===== config.mk =====
export PLATFORM = sky130hd
export DESIGN_NAME = wishbone_arbiter2
export DESIGN_NICKNAME = d
export VERILOG_FILES = /design/src/rtl/wishbone_arbiter2.sv
export SDC_FILE = /design/constraint.sdc
export NUM_CORES = 1
export LEC_CHECK = 0
export ABC_AREA = 1
export BUFFER_PORTS_ARGS = -buffer_cell sky130_fd_sc_hd__buf_2
export CORE_UTILIZATION = 41
export CTS_BUF_LIST = sky130_fd_sc_hd__clkbuf_8 sky130_fd_sc_hd__clkbuf_16
export DETAILED_ROUTE_END_ITERATION = 8
export GPL_TIMING_DRIVEN = 1
export PLACE_DENSITY = 0.86
export SYNTH_ARGS = -nofsm -noshare
export SYNTH_HDL_FRONTEND = slang
export SYNTH_SLANG_ARGS = --single-unit

===== constraint.sdc =====
create_clock -name CLK_I -period 4.74 [get_ports CLK_I]
set_input_delay 0.711 -clock CLK_I [delete_from_list [all_inputs] [get_ports CLK_I]]
set_output_delay 0.711 -clock CLK_I [all_outputs]
set_load 0.02 [all_outputs]

===== src/rtl/wishbone_arbiter2.sv =====
// Two-master round-robin Wishbone arbiter sharing one single-port slave.
// The grant is held for the whole CYC burst, and a watchdog raises ERR when the slave does not ACK.
module wishbone_arbiter2 #(
    parameter int ADDRESS_WIDTH = 8,
    parameter int DATA_WIDTH    = 8,
    parameter int TIMEOUT       = 15
) (
    input  logic                     CLK_I,
    input  logic                     RST_I,
    input  logic                     M0_CYC_I,
    input  logic                     M0_STB_I,
    input  logic                     M0_WE_I,
    input  logic [ADDRESS_WIDTH-1:0] M0_ADR_I,
    input  logic [DATA_WIDTH-1:0]    M0_DAT_I,
    output logic [DATA_WIDTH-1:0]    M0_DAT_O,
    output logic                     M0_ACK_O,
    output logic                     M0_ERR_O,
    input  logic                     M1_CYC_I,
    input  logic                     M1_STB_I,
    input  logic                     M1_WE_I,
    input  logic [ADDRESS_WIDTH-1:0] M1_ADR_I,
    input  logic [DATA_WIDTH-1:0]    M1_DAT_I,
    output logic [DATA_WIDTH-1:0]    M1_DAT_O,
    output logic                     M1_ACK_O,
    output logic                     M1_ERR_O,
    output logic                     S_STB_O,
    output logic                     S_WE_O,
    output logic [ADDRESS_WIDTH-1:0] S_ADR_O,
    output logic [DATA_WIDTH-1:0]    S_DAT_O,
    input  logic [DATA_WIDTH-1:0]    S_DAT_I,
    input  logic                     S_ACK_I,
    output logic [1:0]               GNT_O
);

    localparam int CW = $clog2(TIMEOUT + 1);

    typedef enum logic [1:0] {
        IDLE = 2'd0,
        OWN0 = 2'd1,
        OWN1 = 2'd2
    } state_t;

    state_t          r_state;
    state_t          w_next;
    logic            r_last;
    logic            r_first;
    logic            r_err0;
    logic            r_err1;
    logic [1:0]      r_gnt;
    logic [CW-1:0]   r_cnt;
    logic            w_own0;
    logic            w_own1;
    logic            w_change;
    logic            w_ack;

    assign w_own0   = (r_state == OWN0);
    assign w_own1   = (r_state == OWN1);
    assign w_change = (w_next != r_state);

    // On a tie out of IDLE, the master that was not granted last wins.
    always_comb begin
        w_next = r_state;
        case (r_state)
            IDLE: begin
                if (M0_CYC_I && M1_CYC_I) begin
                    w_next = r_last ? OWN0 : OWN1;
                end else if (M0_CYC_I) begin
                    w_next = OWN0;
                end else if (M1_CYC_I) begin
                    w_next = OWN1;
                end
            end
            OWN0: begin
                if (!M0_CYC_I) begin
                    w_next = M1_CYC_I ? OWN1 : IDLE;
                end
            end
            OWN1: begin
                if (!M1_CYC_I) begin
                    w_next = M0_CYC_I ? OWN0 : IDLE;
                end
            end
            default: w_next = IDLE;
        endcase
    end

    always_comb begin
        S_STB_O = 1'b0;
        S_WE_O  = 1'b0;
        S_ADR_O = '0;
        S_DAT_O = '0;
        if (w_own0) begin
            S_STB_O = M0_STB_I & M0_CYC_I;
            S_WE_O  = M0_WE_I;
            S_ADR_O = M0_ADR_I;
            S_DAT_O = M0_DAT_I;
        end else if (w_own1) begin
            S_STB_O = M1_STB_I & M1_CYC_I;
            S_WE_O  = M1_WE_I;
            S_ADR_O = M1_ADR_I;
            S_DAT_O = M1_DAT_I;
        end
    end

    // An ACK arriving in the first owned cycle belongs to the previous owner.
    assign w_ack    = S_ACK_I & (w_own0 | w_own1) & ~r_first;
    assign M0_ACK_O = S_ACK_I & w_own0 & ~r_first;
    assign M1_ACK_O = S_ACK_I & w_own1 & ~r_first;
    assign M0_DAT_O = w_own0 ? S_DAT_I : '0;
    assign M1_DAT_O = w_own1 ? S_DAT_I : '0;
    assign M0_ERR_O = r_err0;
    assign M1_ERR_O = r_err1;
    assign GNT_O    = r_gnt;

    always_ff @(posedge CLK_I) begin
        if (RST_I) begin
            r_state <= IDLE;
            r_last  <= 1'b1;
            r_first <= 1'b0;
            r_gnt   <= 2'b00;
            r_cnt   <= '0;
            r_err0  <= 1'b0;
            r_err1  <= 1'b0;
        end else begin
            r_state <= w_next;
            r_first <= w_change;
            r_gnt   <= {w_next == OWN1, w_next == OWN0};
            if (w_change && (w_next == OWN0)) begin
                r_last <= 1'b0;
            end else if (w_change && (w_next == OWN1)) begin
                r_last <= 1'b1;
            end
            // A timeout keeps the grant and only pulses ERR to the owner.
            if (w_change || !S_STB_O || w_ack) begin
                r_cnt  <= '0;
                r_err0 <= 1'b0;
                r_err1 <= 1'b0;
            end else if (r_cnt == CW'(TIMEOUT - 1)) begin
                r_cnt  <= '0;
                r_err0 <= w_own0;
                r_err1 <= w_own1;
            end else begin
                r_cnt  <= r_cnt + CW'(1);
                r_err0 <= 1'b0;
                r_err1 <= 1'b0;
            end
        end
    end

endmodule

==> flow_summary.yaml <==
run_status:
  status: "complete, no violations"
clocking:
  post_cts_buffers: 0
  clock_latency_ns: 0.24
  post_cts_resized: 0
  root_buffer: "clkbuf_8"
  cts_tree: "built"
  clk_pin_slew_worst_paths_ns: 0.05
  cts_made_buffers: 3
  hold_buffers: 0
  h-tree-depth: 1
  clock_path_buffers: 2
  clkSinkCount: 12
sta:
  layout_min_cycle_time_ns: 3.22
  finalMaxSlewViolations: 0
  rsz0062_at_grt: "no"
  tns_ns: 0
  hold_viol: 0
  max_freq_ghz: 0.311
  finalCritPeriodShare_pct: 67.9
  setup_viol: 0
  finalClockSkew_ns: 0.00668
  max_slew_margin_pct: 36.8
  tightestPinTransition_ns: 0.948
worst_setup_path:
  r2r_slack_ns: 2.41
  cp.depth: 6
  path_class: "reg2out"
  crit_required_ns: 4.03
  critPathMaxFanout: 21
  critPathSlowestCell: "ha_1"
  critical_path.endpoint: "S_ADR_O[5]"
  crit_chain: "inv_1 > ha_1 > clkinv_1 > nand3_1 > nand2_1 > buf_2"
  reg2reg_from: "r_state[0]$_SDFF_PP0_"
  crit_start: "r_state[1]$_SDFF_PP0_"
  r2r_end: "r_cnt[0]$_SDFF_PP0_"
  r2r_cells: 8
  arrival_ns: 2.51
  crit_path_end_kind: "output pin"
  crit_family: "buffers and inverters"
  start_kind: "flop"
  crit_buf_inv: 3
  max_stage_delay_ns: 0.64
yosys:
  synth_nets: 232
  synth_cell_types: 26
  synth_area_um2: 1030
  yosys_warnings: 0
  synthCells: 175
  synth_seq_cells: 12
  synth.yosys.seq_area_share_pct: 23.3
  syn_area_per_cell_um2: 5.89
finish:
  drive_above_1_share_pct: 38.5
  final_cells: 288
  fillers: 224
  synthToLayoutAreaGrowth_pct: 48.3
  nNetsFinal: 318
  antenna_cells: 0
  finalInstanceArea_um2: 1530
  seq_area_um2: 240
  multi_input_area_um2: 661
detailed_routing:
  finalWirelength_um: 2870
  drc: 0
  firstDrtPassIters: 4
  drt_first_iter_violations: 25
  wl_per_cell_um: 9.95
  ant_nets: 0
  via_per_inst: 4.64
  vias: 1335
worst_hold_path:
  hold_depth: 1
  hold_class: "reg2reg"
power_and_ir_drop:
  power_density_nw_per_um2: 287
  peakVddDrop_v: 0.000235
  p_leak_nw: 1.05
global_route:
  antenna_found_initial: 0
  track_usage_pct: 21.1
  grt_pass1_wl_um: 4400
  grt_max_degree: 29
  grt-ovfl-total: 0
  grt_pass1_vias: 1125
placed_design:
  place.gp.congestion: 0.826
  hpwl_um: 2190
  dpl-instance-area_um2: 1470
  port_buffers: 88
  dpl.cell_count: 284
die:
  initial_utilization_pct: 44.9
  pin_count: 89
  core_area_um2: 2300
  die_area_um2: 2720
  fp-row-count: 17
  dieWidth_um: 52.1
  die_height_um: 52.1
flow_run:
  max-cap-violations: 0
==> worst min path at each step <==
stage,startpoint,endpoint,slack (ns)
4_1_cts,r_cnt[0]$_SDFF_PP0_,r_cnt[0]$_SDFF_PP0_,0.47
3_3_place_gp,r_cnt[0]$_SDFF_PP0_,r_cnt[0]$_SDFF_PP0_,0.45
3_5_place_dp,r_cnt[0]$_SDFF_PP0_,r_cnt[0]$_SDFF_PP0_,0.45
2_1_floorplan,r_cnt[0]$_SDFF_PP0_,r_cnt[0]$_SDFF_PP0_,0.43
5_1_grt,r_cnt[0]$_SDFF_PP0_,r_cnt[0]$_SDFF_PP0_,0.48
6_report,r_cnt[0]$_SDFF_PP0_,r_cnt[0]$_SDFF_PP0_,0.47
==> metrics by stage <==
stage	util, %	worst slack, ns	power, W	hold slack (ns)
6_report	66.6	1.52	0.000439	0.468
5_1_grt	66.6	1.22	0.000469	0.479
4_1_cts	66.6	1.52	0.000442	0.466
3_5_place_dp	64.2	1.78	0.000330	0.453
3_3_place_gp	64.2	1.86	0.000327	0.447
2_1_floorplan	-	2.44	0.000261	0.430
==> cell usage in the layout (no fill, tap or decap) <==
master and count:
o21ai_0 2, o21ai_2 1, nand4_2 1, a21oi_1 1
nand2_2 3, dfxtp_1 12, inv_2 1, nor3_1 2
clkbuf_8 4, xnor2_1 1, xor2_1 1, ha_1 8
nand3b_1 1, o2111ai_1 1, and2_1 1, clkinv_1 1
o211ai_1 1, nand3_2 2, nor2_1 11, buf_2 88
nand2_1 64, nand3_1 28, nand4_1 1, inv_1 24
==> cells in the mapped netlist (all sizes together) <==
| cell type | n | area [um^2] |
|---|---|---|
| xor2 | 1 | 8.76 |
| o211ai | 1 | 7.51 |
| nand3b | 1 | 7.51 |
| nand2 | 67 | 259 |
| o21ai | 3 | 18.8 |
| buf | 5 | 25.0 |
| xnor2 | 1 | 8.76 |
| nand3 | 30 | 160 |
| nand4 | 2 | 18.8 |
| clkinv | 1 | 3.75 |
| clkbuf | 2 | 7.51 |
| a21oi | 1 | 5.00 |
| ha | 8 | 100 |
| o2111ai | 1 | 8.76 |
| nor2 | 11 | 41.3 |
| inv | 25 | 93.8 |
| and2 | 1 | 6.26 |
| nor3 | 2 | 10.0 |
| dfxtp | 12 | 240 |
==> logic make-up after synthesis <==
| logic type | share of synthesized area [%] |
|---|---|
| AO/OA/AOI/OAI | 3.88 |
| XOR/XNOR | 1.70 |
| adder cells (fa/ha/maj) | 9.71 |
| buffers and inverters | 12.6 |
| flip-flops | 23.3 |
| AND/OR/NAND/NOR | 48.8 |
==> state kept, by name (all words and copies together) (netlist names) <==
register and count:
r_cnt 4, r_state 2, r_first 1, M0_ERR_O 1
GNT_O 2, M1_ERR_O 1, r_last 1
==> metal layers <==
metal | part of all wire (%) | wire (um) | vias up | global-route usage [%]
li1 | - | - | 712 | -
met5 | 0 | 0 | - | 0
met1 | 43 | 1230 | 571 | 23.4
met3 | 7.6 | 217 | 2 | 2.63
met2 | 49 | 1400 | 50 | 39.7
met4 | 0.49 | 14 | 0 | 8.77
==> power breakdown <==
| part | internal [W] | switching (W) |
|---|---|---|
| sequential | 0.000110 | 0.00000795 |
| clock | 0.0000733 | 0.0000371 |
| combinational | 0.0000722 | 0.000138 |
==> worst reg2reg max path: stages (launching register included) <==
cell and delay, ns:
dfxtp_1 0.38, inv_2 0.15, ha_1 0.80, nand3_1 0.18
o21ai_2 0.17, o21ai_0 0.12, nor2_1 0.17, nand4_2 0.17
nor2_1 0.11
==> layout make-up <==
type	instances	area share [%]
inverter	26	6.38
tap	28	2.29
multi-input combinational	130	43.2
timing repair buffer	88	28.8
clock buffer	4	3.60
sequential	12	15.7
Power figures use the tool's default switching activity.
